==> src/rtl/fetch_unit_if.sv <==
// fetch_unit_if: imem request/response, redirect and decode handshake bundle for the fetch front end
interface fetch_unit_if;
  logic        imem_req;
  logic [31:0] imem_addr;
  logic        imem_gnt;
  logic        imem_rvld;
  logic [31:0] imem_rdata;
  logic        redirect;
  logic [31:0] redirect_pc;
  logic        misalign;
  logic        if_vld;
  logic [31:0] if_pc;
  logic [31:0] if_insn;
  logic        id_ready;
  modport master (
    output imem_req, imem_addr, misalign, if_vld, if_pc, if_insn,
    input  imem_gnt, imem_rvld, imem_rdata, redirect, redirect_pc, id_ready
  );
  modport slave (
    input  imem_req, imem_addr, misalign, if_vld, if_pc, if_insn,
    output imem_gnt, imem_rvld, imem_rdata, redirect, redirect_pc, id_ready
  );
endinterface

==> src/rtl/fetch_unit.sv <==
// fetch_unit: single-outstanding instruction fetch with a small {pc, insn} buffer and redirect flush
module fetch_unit #(
  parameter logic [31:0] RESET_PC  = 32'h0000_0000,
  parameter int          BUF_DEPTH = 2
) (
  input logic          clk,
  input logic          rst_n,
  fetch_unit_if.master f
);
  localparam int AW = $clog2(BUF_DEPTH);
  localparam int CW = AW + 1;
  typedef enum logic [2:0] {S_IDLE, S_REQ, S_WAIT, S_FULL, S_DRAIN} state_t;
  state_t      state, state_nx;
  logic [31:0] pc, req_pc;
  logic [31:0] buf_pc   [BUF_DEPTH];
  logic [31:0] buf_insn [BUF_DEPTH];
  logic [AW-1:0] rd_ptr, wr_ptr;
  logic [CW-1:0] cnt, cnt_nx;
  logic redir, push, pop, misalign;
  assign redir  = f.redirect && state != S_IDLE;
  assign push   = state == S_WAIT && f.imem_rvld && !redir;
  assign pop    = f.if_vld && f.id_ready && !redir;
  assign cnt_nx = redir ? '0 : cnt + CW'(push) - CW'(pop);
  assign f.imem_req  = state == S_REQ;
  assign f.imem_addr = pc;
  assign f.misalign  = misalign;
  assign f.if_vld    = cnt != '0;
  assign f.if_pc     = buf_pc[rd_ptr];
  assign f.if_insn   = buf_insn[rd_ptr];
  // a request granted in the redirect cycle is stale, so its response must be drained
  always_comb begin
    state_nx = state;
    case (state)
      S_IDLE:  state_nx = S_REQ;
      S_REQ:   state_nx = f.imem_gnt ? (redir ? S_DRAIN : S_WAIT) : S_REQ;
      S_WAIT:  state_nx = redir ? (f.imem_rvld ? S_REQ : S_DRAIN)
                        : !f.imem_rvld ? S_WAIT
                        : cnt_nx == CW'(BUF_DEPTH) ? S_FULL : S_REQ;
      S_FULL:  state_nx = (redir || pop) ? S_REQ : S_FULL;
      S_DRAIN: state_nx = f.imem_rvld ? S_REQ : S_DRAIN;
      default: state_nx = S_IDLE;
    endcase
  end
  always_ff @(posedge clk or negedge rst_n) begin
    if (!rst_n) begin
      state    <= S_IDLE;
      pc       <= RESET_PC;
      req_pc   <= '0;
      misalign <= 1'b0;
      cnt      <= '0;
      rd_ptr   <= '0;
      wr_ptr   <= '0;
      for (int i = 0; i < BUF_DEPTH; i++) begin
        buf_pc[i]   <= '0;
        buf_insn[i] <= '0;
      end
    end else begin
      state    <= state_nx;
      cnt      <= cnt_nx;
      misalign <= redir && f.redirect_pc[1:0] != 2'b00;
      if (redir) begin
        pc     <= f.redirect_pc & ~32'h3;
        rd_ptr <= '0;
        wr_ptr <= '0;
      end else begin
        if (state == S_REQ && f.imem_gnt) begin
          req_pc <= pc;
          pc     <= pc + 32'd4;
        end
        if (push) begin
          buf_pc[wr_ptr]   <= req_pc;
          buf_insn[wr_ptr] <= f.imem_rdata;
          wr_ptr           <= wr_ptr + AW'(1);
        end
        if (pop) rd_ptr <= rd_ptr + AW'(1);
      end
    end
  end
endmodule

==> src/flat_wrapper.sv <==
// flat-port wrapper written by rule: the top's interface ports become plain ports
module fetch_unit_flat 
#(
  parameter logic [31:0] RESET_PC  = 32'h0000_0000,
  parameter int          BUF_DEPTH = 2
)
  (clk, rst_n, f_imem_req, f_imem_addr, f_misalign, f_if_vld, f_if_pc, f_if_insn, f_imem_gnt, f_imem_rvld, f_imem_rdata, f_redirect, f_redirect_pc, f_id_ready);
  fetch_unit_if f_i ();
  input logic clk;
  input logic rst_n;
  output wire logic [$bits(f_i.imem_req)-1:0] f_imem_req;
  output wire logic [$bits(f_i.imem_addr)-1:0] f_imem_addr;
  output wire logic [$bits(f_i.misalign)-1:0] f_misalign;
  output wire logic [$bits(f_i.if_vld)-1:0] f_if_vld;
  output wire logic [$bits(f_i.if_pc)-1:0] f_if_pc;
  output wire logic [$bits(f_i.if_insn)-1:0] f_if_insn;
  input wire logic [$bits(f_i.imem_gnt)-1:0] f_imem_gnt;
  input wire logic [$bits(f_i.imem_rvld)-1:0] f_imem_rvld;
  input wire logic [$bits(f_i.imem_rdata)-1:0] f_imem_rdata;
  input wire logic [$bits(f_i.redirect)-1:0] f_redirect;
  input wire logic [$bits(f_i.redirect_pc)-1:0] f_redirect_pc;
  input wire logic [$bits(f_i.id_ready)-1:0] f_id_ready;
  assign f_imem_req = f_i.imem_req;
  assign f_imem_addr = f_i.imem_addr;
  assign f_misalign = f_i.misalign;
  assign f_if_vld = f_i.if_vld;
  assign f_if_pc = f_i.if_pc;
  assign f_if_insn = f_i.if_insn;
  assign f_i.imem_gnt = f_imem_gnt;
  assign f_i.imem_rvld = f_imem_rvld;
  assign f_i.imem_rdata = f_imem_rdata;
  assign f_i.redirect = f_redirect;
  assign f_i.redirect_pc = f_redirect_pc;
  assign f_i.id_ready = f_id_ready;
  fetch_unit #(.RESET_PC(RESET_PC), .BUF_DEPTH(BUF_DEPTH)) u_core (.clk(clk), .rst_n(rst_n), .f(f_i));
endmodule
==> config.mk <==
export PLATFORM = sky130hd
export DESIGN_NAME = fetch_unit_flat
export DESIGN_NICKNAME = d
export VERILOG_FILES = /design/src/rtl/fetch_unit_if.sv /design/src/rtl/fetch_unit.sv /design/src/flat_wrapper.sv
export SDC_FILE = /design/constraint.sdc
export NUM_CORES = 1
export LEC_CHECK = 0
export ABC_AREA = 1
export ABC_CLOCK_PERIOD_IN_PS = 1800
export CAP_MARGIN = 20
export CORE_MARGIN = 5
export CORE_UTILIZATION = 48
export DETAILED_ROUTE_END_ITERATION = 7
export GPL_TIMING_DRIVEN = 0
export PLACE_DENSITY = 0.77
export SYNTH_ARGS = -nofsm -noshare
export SYNTH_HDL_FRONTEND = slang
export SYNTH_SLANG_ARGS = --single-unit
export TNS_END_PERCENT = 10
==> constraint.sdc <==
create_clock -name clk -period 1.8 [get_ports clk]
set_input_delay 0.36 -clock clk [delete_from_list [all_inputs] [get_ports clk]]
set_output_delay 0.36 -clock clk [all_outputs]
set_load 0.05 [all_outputs]
# After elaboration in Yosys (flattened, before gate mapping)
# Index checks and enable logic that the tools add are counted.
[classes] bitwise=3 muxes=25 add_sub_neg=5 n_reduce_logical=19 n_lt_le_gt_ge=3 n_eq_ne=5
[ops] operator="2-to-1 mux 32 bit" count=9
[ops] operator="bitwise mux 64 bit" count=2
[ops] operator="adder 32 x 3 -> 32 bit, second input constant" count=1
[ops] operator="demux 32 bit (select 1 bit)" count=1
[ops] operator="2-to-1 mux 3 bit" count=5
[ops] operator="one-hot mux 3 bit (5 select lines)" count=1
[ops] operator="nonzero test 2 bit" count=5
[ops] operator="logical AND 1 bit" count=8
[ops] operator="== test 3 x 2 -> 1 bit, second input constant" count=2
[ops] operator="2-to-1 mux 2 bit" count=3
[ops] operator="greater-or-equal comparator 2 bit, second input constant" count=2
[ops] operator="2-to-1 mux 1 bit" count=4
[ops] operator="inverter 1 -> 2 bit" count=2
[ops] operator="AND reduction 2 bit" count=2
[ops] operator="== test 3 x 1 -> 1 bit, second input constant" count=1
[ops] operator="== test 3 bit, second input constant" count=1
[ops] operator="logical NOT 3 bit" count=1
[ops] operator="nonzero test 3 bit" count=1
[ops] operator="adder 1 bit, second input constant" count=2
[ops] operator="adder 2 x 1 -> 2 bit" count=1
[ops] operator="== test 2 bit, second input constant" count=1
[ops] operator="less-than comparator 2 x 1 -> 1 bit, second input constant" count=1
[ops] operator="subtractor 2 x 1 -> 2 bit" count=1
[ops] operator="logical NOT 1 bit" count=1
[ops] operator="2 further kinds" count=2
[word_totals] out_inout_bits=99 input_bits=70 reg_bits=200 elab_cells=71

# Longest topological paths before layout
[depth] depth_word=12 mapped_depth=15 mapped_depth_nobuf=14

# Least setup slack after synthesis
# Ideal clock, no wire load.
[synth_path] path_kind="register to register" startpoint="register u_core.state[1]" endpoint="register u_core.state[1]" setup_time_ps=65 setup_slack_ps=-179 t_required_ps=1735 path_buffers=1 t_arrival_ps=1914 period_less_slack_ps=1979 stages_incl_launch_ff=16 path_cell_list="dfrtp_1 > nor2_2 > nand2_1 > nand2_4 > inv_2 > buf_2 > nor2_1 > ha_1 > inv_1 > ha_1 > inv_1 > nand2_1 > nand3_1 > o21ai_0 > nand2_1 > nand2_1"
[synth_between] elab_chain_len=12 word_cells_on_any_way=23 cone_classes="2 x add/sub; 5 x eq/ne; 8 x mux; 8 x reduce/logical"
[synth_rtl] item="start, declared" line="fetch_unit.sv:13" source="state_t state, state_nx;"
[synth_rtl] item="start signal, assigned" line="fetch_unit.sv:58" source="state <= state_nx;"
[synth_rtl] item="nonzero test 3 bit" line="fetch_unit.sv:20" source="assign redir = f.redirect && state != S_IDLE;"
[synth_rtl] item="logical AND 1 bit" line="fetch_unit.sv:20"
[synth_rtl] item="logical NOT 1 bit" line="fetch_unit.sv:21, fetch_unit.sv:22"
[synth_rtl] item="logical AND 1 bit" line="fetch_unit.sv:21" source="assign push = state == S_WAIT && f.imem_rvld && !redir;"
[synth_rtl] item="adder 2 x 1 -> 2 bit" line="fetch_unit.sv:23" source="assign cnt_nx = redir ? '0 : cnt + CW'(push) - CW'(pop);"
[synth_rtl] item="subtractor 2 x 1 -> 2 bit" line="fetch_unit.sv:23"
[synth_rtl] item="2-to-1 mux 2 bit" line="fetch_unit.sv:23"
[synth_rtl] item="== test 2 bit" line="fetch_unit.sv:38" source=": cnt_nx == CW'(BUF_DEPTH) ? S_FULL : S_REQ;"
[synth_rtl] item="2-to-1 mux 2 bit" line="fetch_unit.sv:38"
[synth_rtl] item="2-to-1 mux 3 bit" line="fetch_unit.sv:37" source=": !f.imem_rvld ? S_WAIT"
[synth_rtl] item="2-to-1 mux 3 bit" line="fetch_unit.sv:36" source="S_WAIT: state_nx = redir ? (f.imem_rvld ? S_REQ : S_DRAIN)"
[synth_rtl] item="one-hot mux 3 bit (5 select lines) *" line="fetch_unit.sv:33" source="case (state)"
[synth_rtl] item="via u_core.state_nx[1]" line="fetch_unit.sv:13"
# Mark *: on every way through the listed nets, which the timed path passes. The rest lies on a longest branch.
# A chain may end at the register's enable or synchronous reset.

# Worst setup path after layout
[layout_path] startpoint="register u_core.rd_ptr" endpoint="output port f_if_pc[16]"
[layout_between] elab_chain_len=4
[layout_rtl] item="start, declared" line="fetch_unit.sv:17" source="logic [AW-1:0] rd_ptr, wr_ptr;"
[layout_rtl] item="start signal, assigned" line="fetch_unit.sv:75" source="if (pop) rd_ptr <= rd_ptr + AW'(1);"
[layout_rtl] item="inverter 1 -> 2 bit (implied by the code)" line="fetch_unit.sv:28" source="assign f.if_pc = buf_pc[rd_ptr];"
[layout_rtl] item="2-to-1 mux 32 bit (implied by the code) (3 in series)" line="fetch_unit.sv:28"
[layout_rtl] item="end, declared" line="flat_wrapper.sv:15" source="output wire logic [$bits(f_i.if_pc)-1:0] f_if_pc;"
# Every way passes these cells. The select of a mux whose other input is x is not followed.

==> impl_metrics.py <==
metrics = {
    "worst_setup_path": {
        "critPathLaunchType": "register",
        "worstSetupPathType": "reg2out",
        "worstPathArrival_ns": 1.58,
        "worst_path_max_delay_cell": "dfrtp_2",
        "crit_chain": "buf_12, inv_12, clkbuf_16, nand2_4, nand2_2, buf_8",
        "slowest_delay_ns": 0.44,
        "r2r_slack_ns": -0.10,
        "worstRegToRegCells": 14,
        "end_kind": "output pin",
        "critPathMaxFanout": 7,
        "required_ns": 1.44,
    },
    "clock_tree": {
        "cts_buffers": 17,
        "cts.sink_count": 192,
        "ctsHtreeMaxLevel": 4,
        "clk_latency_ns": 0.43,
        "cts_tree": "built",
        "clkTransAtPathRegs_ns": 0.07,
        "clockRootBuffer": "clkbuf_16",
        "clk_path_buf_depth": 2,
    },
    "global_route": {
        "first_global_vias": 8307,
        "grt_overflow_total": 0,
        "antenna_found_initial": 0,
        "grt_pass1_wl_mm": 42.28,
        "grt_usage_pct": 23.87,
        "grt_max_degree": 123,
    },
    "timing": {
        "finalSetupTns_ns": -8.508,
        "slew_headroom_pct": 58.99,
        "setup_ws_ns": -0.1403,
        "slew_violations": 0,
        "finalSetupViolCount": 150,
        "final.period_utilization_pct": 107.8,
        "fmax_mhz": 515.4,
        "rsz0062_at_grt": "yes",
        "hold_viol_final": 0,
        "worst_pin_slew_ns": 0.6152,
        "fin_skew_ns": 0.01094,
        "fin_crit_ns": 1.940,
    },
    "route": {
        "drc": 0,
        "finalWirelength_mm": 26.49,
        "firstDrtPassIters": 5,
        "vias": 8443,
        "drtIter0Drc": 579,
        "drt-wirelength-per-cell_um": 16.24,
        "drtAntennaViolNets": 0,
        "vias_per_cell": 5.177,
    },
    "final_layout": {
        "drive_above_1_share_pct": 22.33,
        "areaGrowthSynthToFinish_pct": 39.32,
        "final-instance-count-excl-fill": 1631,
        "nets": 1459,
        "fin_util_pct": 68.25,
        "diodes": 0,
        "final_area_mm2": 0.01281,
    },
    "power_and_ir_drop": {
        "power_density_mw_per_mm2": 1906,
        "power.leakage_uw": 0.006261,
        "finalPower_uw": 24410,
        "ir_worst_vdd_mv": 0.9922,
    },
    "die": {
        "ioPinCount": 169,
        "coreArea_mm2": 0.01877,
        "fp.dieH_um": 148.4,
        "dieArea_mm2": 0.02202,
        "die_x_um": 148.4,
        "rows": 50,
        "initial_core_util_pct": 48.99,
    },
    "placement": {
        "place_hpwl_mm": 18.15,
        "port_buffers": 164,
        "gp_congestion": 0.9213,
        "dpl.cell_count": 1574,
        "placed_area_mm2": 0.01119,
    },
    "logic_synthesis": {
        "synth-seq-cells": 192,
        "yosysTopAreaCell": "dfrtp_1",
        "syn_area_mm2": 0.009194,
        "synth-main-ff-cell": "dfrtp_1",
        "yosysUniqueCellTypes": 34,
        "synth.top_cell.area_share_pct": 52.26,
        "yosys_warnings": 0,
        "avgSynthCellArea_um2": 7.845,
        "async_flop_share_pct": 100.0,
        "synth_edf_count": 0,
        "synthCells": 1172,
        "yosysSeqAreaShare_pct": 52.26,
        "ys_top_cells_by_area": "dfrtp_1 (52%), nand2_1 (19%), o21ai_1 (7.5%), inv_1 (4.7%), nor2_1 (2.2%)",
    },
    "status": {
        "status": "finished with violations",
        "violations": "negative setup slack",
    },
    "flow_run": {
        "maxCapViolations": 0,
    },
    "min_path": {
        "hold_class": "in2async",
    },
}
## report_power, final
group	internal [uW]	switching [uW]	total, uW	leakage (uW)
sequential	5840	1250	7090	0.00250
clock	2180	1600	3790	0.000273
combinational	4950	8580	13500	0.00349
total	13000	11400	24400	0.00626
## per-stage QoR
step | setup slack [ns] | hold slack, ns
3_5_place_dp | -1.034 | 0.3540
4_1_cts | -0.2525 | 0.4851
6_report | -0.1403 | 0.4875
2_1_floorplan | -0.07546 | 0.06441
5_1_grt | -0.1933 | 0.4947
3_3_place_gp | -8.245 | 0.4661
## flip-flops by register name, summed over array words and instances (netlist names)
signal              count
u_core.buf_insn        64
u_core.buf_pc          60
u_core.f.imem_addr     30
u_core.req_pc          30
u_core.state            3
u_core.cnt              2
u_core.f.misalign       1
u_core.rd_ptr           1
u_core.wr_ptr           1
## final timing paths
check | end | startpoint
max | f_if_pc[16] | u_core.rd_ptr
min | u_core.buf_insn[57] | rst_n
max reg2reg | u_core.state[1] | u_core.state[1]
min reg2reg | u_core.buf_insn[42] | u_core.buf_insn[42]
max in group asynchronous | u_core.f.imem_addr[2] | rst_n
min in group clk | u_core.buf_insn[42] | u_core.buf_insn[42]
## cell usage after synthesis (all sizes together) (2+ instances only)
cell type,n
a21oi,11
buf,36
clkbuf,23
dfrtp,192
ha,3
inv,125
nand2,468
nand3,34
nand3b,6
nand4,8
nor2,65
nor3,4
o211ai,5
o21ai,175
o21bai,2
o221ai,3
xnor2,2
xor2,6
## final cells by class
class | instances | area [um^2]
buffer | 57 | 541.8
clock buffer | 22 | 484.2
clock inverter | 8 | 106.4
fill | 1469 | 5959
inverter | 125 | 494.2
multi-input combinational | 799 | 3931
sequential | 192 | 4807
tap | 234 | 292.8
timing repair buffer | 192 | 2126
timing repair inverter | 2 | 25.02
## routing by layer
metal	share of wire [%]	GRT usage, %
met3	6.9	4.205
met4	2.0	7.667
met1	43	32.89
met2	48	38.71
met5	0	0
## worst max-delay path: cells and delay by family (launching register included)
kind / cells / cell delay [ns]
DFF: 1 / 0.44
buffers and inverters: 4 / 0.56
and+or+nand+nor: 2 / 0.13
## logic make-up (layout without fill, tap and decap cells)
logic type	after synthesis	count (layout)	share of synthesized area [%]
simple gates	586	586	26.03
flops	192	192	52.26
other cells	1	4	0.04079
compound gates	198	198	11.35
xor+xnor	8	8	0.7621
fa+ha+maj	3	3	0.4083
buf+inv	184	406	9.145
## placed cells by master, fill, tap and decap left out, drive strengths merged
cell | netlist | layout
nand2 | 468 | 468
dfrtp | 192 | 192
o21ai | 175 | 175
buf | 36 | 127
inv | 125 | 126
clkdlybuf4s50 | 0 | 68
nor2 | 65 | 65
clkbuf | 23 | 54
nand3 | 34 | 34
dlygate4sd2 | 0 | 12
a21oi | 11 | 11
clkdlybuf4s15 | 0 | 9
nand4 | 8 | 8
nand3b | 6 | 6
xor2 | 6 | 6
o211ai | 5 | 5
clkinvlp | 0 | 5
nor3 | 4 | 4
conb | 1 | 4
o221ai | 3 | 3
ha | 3 | 3
xnor2 | 2 | 2
o21bai | 2 | 2
bufinv | 0 | 2
clkinv | 0 | 2
or2 | 1 | 1
o2111ai | 1 | 1
o22ai | 1 | 1
dlygate4sd3 | 0 | 1
## repair_timing
| item | in CTS | in global routing |
|---|---|---|
| pin swaps | 9 | 33 |
| gates resized for setup | 600 | 143 |
| hold endpoints to repair | 70 | 0 |
| setup endpoints to repair | 100 | 192 |
| cloned | 3 | 5 |
| hold buffers | 1 | 0 |
| buffers inserted | 6 | 14 |
Power figures use the tool's default switching activity.
